==> config.mk <==
export PLATFORM = sky130hd
export DESIGN_NAME = decryptor_flat
export DESIGN_NICKNAME = d
export VERILOG_FILES = /design/src/rtl/decryptor_if.sv /design/src/rtl/decryptor.sv /design/src/flat_wrapper.sv
export SDC_FILE = /design/constraint.sdc
export NUM_CORES = 1
export LEC_CHECK = 0
export ABC_AREA = 1
export BUFFER_PORTS_ARGS = -buffer_cell sky130_fd_sc_hd__clkbuf_2
export CORE_MARGIN = 3
export CORE_UTILIZATION = 50
export CTS_CLUSTER_DIAMETER = 200
export DETAILED_ROUTE_END_ITERATION = 16
export MAX_ROUTING_LAYER = met4
export PLACE_DENSITY = 0.71
export SLEW_MARGIN = 0
export SYNTH_ARGS = -nofsm -noshare
export SYNTH_HDL_FRONTEND = slang
export SYNTH_SLANG_ARGS = --single-unit
export TNS_END_PERCENT = 50
==> constraint.sdc <==
create_clock -name clock -period 2.08 [get_ports clock]
set_input_delay 0.208 -clock clock [delete_from_list [all_inputs] [get_ports clock]]
set_output_delay 0.208 -clock clock [all_outputs]
set_load 0.03 [all_outputs]
==> src/rtl/decryptor_if.sv <==
// Ready/valid bundle between the encrypted-value memory side, the decryptor and its consumer.
// The master modport is the side that feeds ciphertext and consumes results.
interface decryptor_if;
  logic       InValid;
  logic       InReady;
  logic [7:0] Encrypted;
  logic [3:0] Key;
  logic       OutValid;
  logic       OutReady;
  logic [3:0] NumOut;
  logic       Error;

  modport master (
    output InValid, Encrypted, Key, OutReady,
    input  InReady, OutValid, NumOut, Error
  );

  modport slave (
    input  InValid, Encrypted, Key, OutReady,
    output InReady, OutValid, NumOut, Error
  );
endinterface

==> src/rtl/decryptor.sv <==
// Nibble decryptor: restoring divide of the ciphertext by the key (one quotient bit per
// cycle), legality check on quotient/remainder, then a 2-bit left rotation of the quotient.
module decryptor (
  input  logic        clock,
  input  logic        reset,
  decryptor_if.slave  bus
);

  localparam logic [1:0] ST_IDLE = 2'd0;
  localparam logic [1:0] ST_DIV  = 2'd1;
  localparam logic [1:0] ST_FIN  = 2'd2;
  localparam logic [1:0] ST_DONE = 2'd3;

  logic [1:0] state_q, state_d;
  logic [7:0] d_q, d_d;
  logic [3:0] k_q, k_d;
  logic [4:0] r_q, r_d;
  logic [3:0] cnt_q, cnt_d;
  logic       in_ready_q, in_ready_d;
  logic       out_valid_q, out_valid_d;
  logic [3:0] num_q, num_d;
  logic       err_q, err_d;

  logic [4:0] trial_s;
  logic [4:0] diff_s;
  logic       fin_err_s;

  function automatic logic [3:0] rotl2(input logic [3:0] v);
    return {v[1:0], v[3:2]};
  endfunction

  // Restoring-divider datapath and the result legality test
  always_comb begin
    trial_s   = {r_q[3:0], d_q[7]};
    diff_s    = trial_s - {1'b0, k_q};
    // A zero key reaches FIN without dividing, so it is flagged here as well
    fin_err_s = (r_q != 5'd0) | (d_q[7:4] != 4'd0) | (k_q == 4'd0);
  end

  // Next-state logic for the control FSM, divider registers and result registers
  always_comb begin
    state_d     = state_q;
    d_d         = d_q;
    k_d         = k_q;
    r_d         = r_q;
    cnt_d       = cnt_q;
    in_ready_d  = in_ready_q;
    out_valid_d = out_valid_q;
    num_d       = num_q;
    err_d       = err_q;
    case (state_q)
      ST_IDLE: begin
        if (bus.InValid) begin
          d_d        = bus.Encrypted;
          k_d        = bus.Key;
          r_d        = 5'd0;
          cnt_d      = 4'd8;
          in_ready_d = 1'b0;
          if (bus.Key == 4'd0) begin
            state_d = ST_FIN;
          end else begin
            state_d = ST_DIV;
          end
        end else begin
          in_ready_d = 1'b1;
        end
      end
      ST_DIV: begin
        if (trial_s >= {1'b0, k_q}) begin
          r_d = diff_s;
          d_d = {d_q[6:0], 1'b1};
        end else begin
          r_d = trial_s;
          d_d = {d_q[6:0], 1'b0};
        end
        cnt_d = cnt_q - 4'd1;
        if (cnt_q == 4'd1) begin
          state_d = ST_FIN;
        end else begin
          state_d = ST_DIV;
        end
      end
      ST_FIN: begin
        err_d       = fin_err_s;
        num_d       = fin_err_s ? 4'd0 : rotl2(d_q[3:0]);
        out_valid_d = 1'b1;
        state_d     = ST_DONE;
      end
      ST_DONE: begin
        if (bus.OutReady) begin
          out_valid_d = 1'b0;
          in_ready_d  = 1'b1;
          state_d     = ST_IDLE;
        end else begin
          state_d = ST_DONE;
        end
      end
      default: begin
        state_d     = ST_IDLE;
        in_ready_d  = 1'b1;
        out_valid_d = 1'b0;
      end
    endcase
  end

  // State and output registers with asynchronous clear
  always_ff @(posedge clock or posedge reset) begin
    if (reset) begin
      state_q     <= ST_IDLE;
      d_q         <= 8'd0;
      k_q         <= 4'd0;
      r_q         <= 5'd0;
      cnt_q       <= 4'd0;
      in_ready_q  <= 1'b1;
      out_valid_q <= 1'b0;
      num_q       <= 4'd0;
      err_q       <= 1'b0;
    end else begin
      state_q     <= state_d;
      d_q         <= d_d;
      k_q         <= k_d;
      r_q         <= r_d;
      cnt_q       <= cnt_d;
      in_ready_q  <= in_ready_d;
      out_valid_q <= out_valid_d;
      num_q       <= num_d;
      err_q       <= err_d;
    end
  end

  assign bus.InReady  = in_ready_q;
  assign bus.OutValid = out_valid_q;
  assign bus.NumOut   = num_q;
  assign bus.Error    = err_q;

endmodule
==> src/flat_wrapper.sv <==
// flat-port wrapper written by rule: the top's interface ports become plain ports
module decryptor_flat 
  (clock, reset, bus_InValid, bus_Encrypted, bus_Key, bus_OutReady, bus_InReady, bus_OutValid, bus_NumOut, bus_Error);
  decryptor_if bus_i ();
  input  logic clock;
  input  logic reset;
  input wire logic [$bits(bus_i.InValid)-1:0] bus_InValid;
  input wire logic [$bits(bus_i.Encrypted)-1:0] bus_Encrypted;
  input wire logic [$bits(bus_i.Key)-1:0] bus_Key;
  input wire logic [$bits(bus_i.OutReady)-1:0] bus_OutReady;
  output wire logic [$bits(bus_i.InReady)-1:0] bus_InReady;
  output wire logic [$bits(bus_i.OutValid)-1:0] bus_OutValid;
  output wire logic [$bits(bus_i.NumOut)-1:0] bus_NumOut;
  output wire logic [$bits(bus_i.Error)-1:0] bus_Error;
  assign bus_i.InValid = bus_InValid;
  assign bus_i.Encrypted = bus_Encrypted;
  assign bus_i.Key = bus_Key;
  assign bus_i.OutReady = bus_OutReady;
  assign bus_InReady = bus_i.InReady;
  assign bus_OutValid = bus_i.OutValid;
  assign bus_NumOut = bus_i.NumOut;
  assign bus_Error = bus_i.Error;
  decryptor u_core (.clock(clock), .reset(reset), .bus(bus_i));
endmodule
==> summary.md, run 1 <==
| Metric | Value |
|---|---|
| Outcome | finished clean |
| Placed cell count | 258 |
| CP required | 2.36 ns |
| PD cells | 1700 nW/µm² |
| Most frequent cell after synthesis | nand2_1 |
| Iter 0 DRT Violations | 77 |
| Pin count of the biggest net entering global routing | 31 |
| Synthesis-stage register bit count | 30 |
| CTS Buf Count | 5 |
| # DRC | 0 |
| Total wire length | 3300 µm |
| Top cell type's share of synthesized area | 45.9% |
| Final Max Tran Viols | 0 |
| Post-route cell area | 1810 µm² |
| Synth Area in Simple Gates | 26.8% |
| Core Region | 2880 µm² |
| Startpoint Class | flip-flop |
| Combinational family with the most area after synthesis | simple AND/OR/NAND/NOR gates |
| Post-DR vias/cell | 5.00 |
| Routed via count | 1336 |
| Routed WL per cell | 12.4 µm |
| Starting Density | 54.9% |
| Cts hold-fix bufs | 1 |
| Post-synth top area cell | dfrtp_1 |
| Routability Congestion | 0.930 |
| Layout area overhead | 14.5% |
| Root buffer cell | clkbuf_4 |
| Row cnt | 19 |
| DP Wirelength | 2510 µm |
| Min Clock Period, post-route | 1.67 ns |
| Router iterations before antenna repair | 5 |
| Crit share post-route | 80.5% |
| Number of global-route vias before repair | 1250 |
| IO Port Bufs | 22 |
| P_leak | 0.000956 µW |
| Initial antenna violation count | 0 |
| Post-synthesis cell count | 194 |
| CP Capture Type | flip-flop |
| Worst Clk Skew | 0.00248 ns |
| Peak supply drop | 0.000817 V |
| Diodes inserted | 0 |
| DP Area | 1740 µm² |
| Yosys warning total | 0 |
| Clk Latency, worst-skew pair | 0.33 ns |
| Mapped cell area | 1580 µm² |
| CP startpoint | u_core.k_q[0] |
| Mux contribution to synthesized area | 0% |
| RSZ-0062 raised after global routing | false |
| Adder-cell share of the synthesized area | 6.02% |
| Final Hold Vio Count | 0 |
| Hold Path Class | in -> reg |
| Compound-Gate Fraction of Synth Area | 10.1% |
| Boundary Pins | 23 |
| Post-synthesis cell type count | 27 |
| Mapped Nets | 217 |
| Gr ovfl total | 0 |
| Top post-synthesis cells by area | dfrtp_1, nand2_1, inv_1 |
| HP Start | bus_Encrypted[5] |
| Least-Margin Pin Slew | 0.374 ns |
| Number of max-cap violations | 0 |
| Syn avg cell area | 8.15 µm² |
| Synth top cells by count | nand2_1, inv_1, dfrtp_1, nand3_1, nor2_1 |
| Number of synthesized flops with an enable pin | 0 |
| Die span in x | 62.2 µm |
| Share of cells above drive strength 1 | 17.8% |
| Max Buffers Root-to-Sink | 2 |
| Worst-path maximum fanout | 3 |
| CTS tree | yes |
| Total die area | 3870 µm² |
| Non-Filler Instances | 267 |
| Sequential-to-total area share from yosys stat | 47.6% |
| Final setup fails | 0 |
| Hold slack final | 0.0890 ns |
| Worst R2R Start | u_core.k_q[0] |
| All-Layer GR Usage | 19.7% |
| Die Ht | 62.2 µm |
| Xor/xnor cell area share of the yosys netlist | 0.554% |
| Relative slew slack | 75.1% |
| Clock-pin transition on the worst setup and hold timing paths | 0.09 ns |
| Synth Flop Type | dfrtp_1 |
| First-pass GRT wire length | 5790 µm |
| Gates resized, CTS repair | 0 |
| Post-CTS setup buffer count | 0 |
| Post-route ant nets | 0 |
| Final net count | 247 |
| Clock Sink Count | 30 |
| F_max | 597 MHz |
| WS Path Type | reg -> reg |
| Max H-tree Level | 2 |
| Setup TNS | 0 ns |
| WP data arrival | 1.95 ns |
| Async SR Flop Fraction | 100% |
-- cells in the final DEF (no fill, tap or decap), drive strengths merged --
cell         netlist  routed
nor3b              1       1
nand4              3       3
nand2             55      55
nor2              14      14
a21oi              5       5
ha                 6       6
o211ai             1       1
dfstp              1       1
o221ai             6       6
nor4               1       1
o22ai              1       1
clkinv             1       2
nand3b             1       1
fa                 1       1
o21a               1       1
clkbuf             0      29
buf                2       2
xor2               1       1
dlygate4sd3        0       1
dfrtp             29      29
nand3             20      20
inv               32      32
o21ai             12      12
-- per-layer routing --
metal  track usage [%]  routed length, µm  part of all wire (%)
met1              25.9               1580                    48
met5                 -                  0                     0
met2              28.0               1480                    45
met4              7.46                 54                   1.6
met3              7.03                186                   5.6
-- critical path, cell delays in order (launching register included) --
cell and delay [ns]:
dfrtp_1 0.42, ha_1 0.24, fa_1 0.41, nand3b_1 0.22, nand3_1 0.10, nand2_1 0.05
nand2_1 0.06, nand3_1 0.06, nand2_1 0.06
-- path summary, 6_finish.rpt --
path	endpoint	slack [ns]	depth (start not counted)
worst max register to register	u_core.r_q[4]	0.41	8
min in group asynchronous	u_core.r_q[3]	0.46	4
worst min-delay path	u_core.d_q[5]	0.09	3
max in group asynchronous	u_core.bus.InReady	1.30	4
worst max-delay path	u_core.r_q[4]	0.41	8
worst min register to register	u_core.bus.OutValid	0.48	2
-- cell type report --
| class | instances | area, µm² |
|---|---|---|
| clock inverter | 1 | 5.00 |
| multi-input combinational | 129 | 686 |
| sequential | 30 | 752 |
| inverter | 33 | 124 |
| timing repair buffer | 25 | 135 |
| fill | 262 | 1070 |
| clock buffer | 7 | 55.1 |
| tap | 42 | 52.6 |
-- flip-flops by register name, summed over array words and instances (netlist names) --
| register | flops |
|---|---|
| u_core.r_q | 5 |
| u_core.d_q | 8 |
| u_core.k_q | 4 |
| u_core.cnt_q | 4 |
| u_core.bus.NumOut | 4 |
| u_core.bus.OutValid | 1 |
| u_core.bus.InReady | 1 |
| u_core.state_q | 2 |
| u_core.bus.Error | 1 |
-- where the power goes --
part | switching (µW) | internal [µW]
Sequential | 166 | 861
Clock | 200 | 163
Combinational | 1070 | 617
Total | 1440 | 1640
-- kinds of logic (layout without fill, tap and decap cells) --
family                     count (synthesis)  count (layout)
AOI/OAI and AO/OA                         26              26
xor gates and xnor gates                   1               1
adders and majority gates                  7               7
buffers and inverters                     35              66
DFF                                       30              30
and+or+nand+nor                           95              95
-- per-stage QoR --
step | utilization (%) | setup slack (ns) | power [µW]
after global placement | 60.5 | 0.445 | 2660
after floorplan | - | 0.595 | 2330
after global routing | 62.9 | 0.287 | 3440
final | 62.9 | 0.406 | 3080
after CTS | 62.9 | 0.416 | 3090
after detailed placement | 60.5 | 0.437 | 2730
No activity file was read; power rests on OpenSTA's default activity.
==> inputs of run 2 (changes only) <==
- PLACE_DENSITY: 0.71 -> 0.74
- clock period: 2.08 -> 1.53 ns (I/O delays scaled with it)
==> run 2 against run 1 <==
  * Critical path type unchanged
  * Fmax is 11% higher
  * Critical path depth stayed put
  * Critical endpoint unchanged
  * Global-route usage is 0.13 points lower
  * Worst hold slack worse by 0.069 ns
==> summary.md, run 2 (synthesis results as in run 1) <==
| Metric | Value |
|---|---|
| Top cell by count, worst path | nand2_1 |
| Critical path's largest stage delay | 0.41 ns (about the same) |
| Fill count | 246 (-6.1%) |
| Largest Register | u_core.d_q |
| Outcome | finished clean |
| Die Ht | 62.2 µm (unchanged) |
| R2R depth | 8 (unchanged) |
| Top Registers | u_core.d_q x8, u_core.r_q x5 |
| Finished Core Util | 67.7% (+4.8 points) |
| IO Port Bufs | 22 (unchanged) |
| First-pass GRT wire length | 5850 µm (+1.1%) |
| PD cells | 2370 nW/µm² (+39%) |
| Worst-path maximum fanout | 2 (-1) |
| CTS tree | yes |
| RSZ-0062 raised after global routing | true |
| Die span in x | 62.2 µm (unchanged) |
| Layout area overhead | 23.2% |
| Total wire length | 3400 µm (+3.2%) |
| Crit path depth | 8 (unchanged) |
| Commonest non-fill, non-tap cell in the layout | nand2_1 |
| Power Total | 4620 µW (+50%) |
| Row cnt | 19 (unchanged) |
| Max reg flops | 8 (unchanged) |
| Initial antenna violation count | 0 (unchanged) |
| CP top delay family | adder cells |
| Least-Margin Pin Slew | 0.367 ns (-0.00671 ns) |
| Routability Congestion | 0.916 (-1.5%) |
| Clock-pin transition on the worst setup and hold timing paths | 0.10 ns (about the same) |
| Worst path slowest cell | dfrtp_1 |
| Final Hold Vio Count | 0 (unchanged) |
| Boundary Pins | 23 (unchanged) |
| Post-route ant nets | 0 (unchanged) |
| Share of cells above drive strength 1 | 25.8% (+8.1 points) |
| Gr ovfl total | 0 (unchanged) |
| Peak supply drop | 0.00139 V (+69%) |
| Router iterations before antenna repair | 5 (unchanged) |
| DP Wirelength | 2510 µm (about the same) |
| Number of max-cap violations | 0 (unchanged) |
| CP Capture Type | flip-flop |
| Relative slew slack | 75.5% (+0.45 points) |
| Worst Clk Skew | 0.00991 ns (+0.00743 ns) |
| Final setup fails | 0 (unchanged) |
| Startpoint Class | flip-flop |
| Routed WL per cell | 12.2 µm (-0.93%) |
| CP bufs+invs | 0 (unchanged) |
| Core Region | 2880 µm² (unchanged) |
| Crit share post-route | 98.3% (+18 points) |
| Routed via count | 1400 (+4.8%) |
| Min Clock Period, post-route | 1.50 ns (-0.169 ns) |
| Diodes inserted | 0 (unchanged) |
| WS Path Type | reg -> reg |
| Post-DR vias/cell | 5.04 (+0.64%) |
| # DRC | 0 (unchanged) |
| Clock Sink Count | 30 (unchanged) |
| Number of global-route vias before repair | 1340 (+7.2%) |
| Most frequent cells in the layout | nand2_1, dfrtp_1, inv_1 |
| Cell chain of the critical path | ha_2 -> fa_2 -> nand3b_1 -> nand3_1 -> nand2_1 -> nand2_1 -> nand3_1 -> nand2_1 |
| Max H-tree Level | 2 (unchanged) |
| CTS Buf Count | 5 (unchanged) |
| WP data arrival | 1.78 ns (-0.17 ns) |
| Hold depth | 3 (unchanged) |
| Final net count | 258 (+4.5%) |
| Iter 0 DRT Violations | 70 (-9.1%) |
| P_leak | 0.00101 µW (+5.3%) |
| Total die area | 3870 µm² (unchanged) |
| Starting Density | 54.9% (unchanged) |
| Pin count of the biggest net entering global routing | 31 (unchanged) |
| F_max | 665 MHz (+11%) |
| All-Layer GR Usage | 19.6% (-0.13 points) |
| Max Buffers Root-to-Sink | 2 (unchanged) |
| Clk Latency, worst-skew pair | 0.34 ns (about the same) |
| Final Max Tran Viols | 0 (unchanged) |
| Root buffer cell | clkbuf_4 |
| Hold Path Class | in -> reg |
| CP required | 1.81 ns (-0.55 ns) |
==> run 2: worst min-delay path, stage by stage <==
cell      delay (ns)
clkbuf_2        0.08
nand2_1         0.04
o221ai_1        0.06
==> run 2: layout make-up <==
type / count / area, µm² / area share, %
clock buffer: 6 / 51.3 / 2.63
clock inverter: 2 / 12.5 / 0.643
multi-input combinational: 129 / 733 / 37.7
inverter: 33 / 124 / 6.36
tap: 42 / 52.6 / 2.70
sequential: 30 / 752 / 38.6
timing repair buffer: 36 / 221 / 11.4
==> run 2: worst paths after layout <==
kind,end,startpoint,slack (ns)
worst max-delay path,u_core.r_q[4],u_core.k_q[0],0.03
max in group asynchronous,u_core.bus.InReady,reset,0.82
worst min-delay path,u_core.d_q[6],bus_Encrypted[6],0.02
worst max register to register,u_core.r_q[4],u_core.k_q[0],0.03
min in group asynchronous,u_core.bus.NumOut[0],reset,0.41
worst min register to register,u_core.bus.OutValid,u_core.bus.OutValid,0.49
==> run 2: power by group <==
part	leakage, µW	internal [µW]	switching, µW
registers	0.000364	1170	233
clock network	0.0000343	221	290
logic	0.000609	1140	1560
total	0.00101	2540	2080
==> run 2: per-stage QoR <==
stage | cell area (µm²) | cells | TNS (ns) | hold WS, ns | setup WS [ns]
2_1_floorplan | 1580 | 194 | 0 | 0.243 | 0.0454
3_5_place_dp | 1810 | 268 | -0.0254 | 0.228 | -0.0254
4_1_cts | 1890 | 277 | 0 | 0.0190 | 0.00654
5_1_grt | 1950 | 278 | -0.119 | 0.0248 | -0.0515
3_3_place_gp | 1810 | 268 | 0 | 0.223 | 0.0214
6_report | 1950 | 278 | 0 | 0.0204 | 0.0253
==> run 2: repair_timing <==
item | in CTS | in global routing
pin swaps | 0 | 4
cloned | 0 | 0
hold buffers | 1 | 0
endpoints found under the setup margin | 1 | 6
gates resized for setup | 1 | 9
endpoints found under the hold margin | 29 | 0
buffers inserted | 0 | 1
==> run 2: per-layer routing <==
layer	global-route usage, %	up-vias	share of wire, %
met1	23.1	636	45
met3	6.67	8	6.0
met5	-	-	0
met2	31.9	46	47
li1	-	710	-
met4	5.52	0	1.9
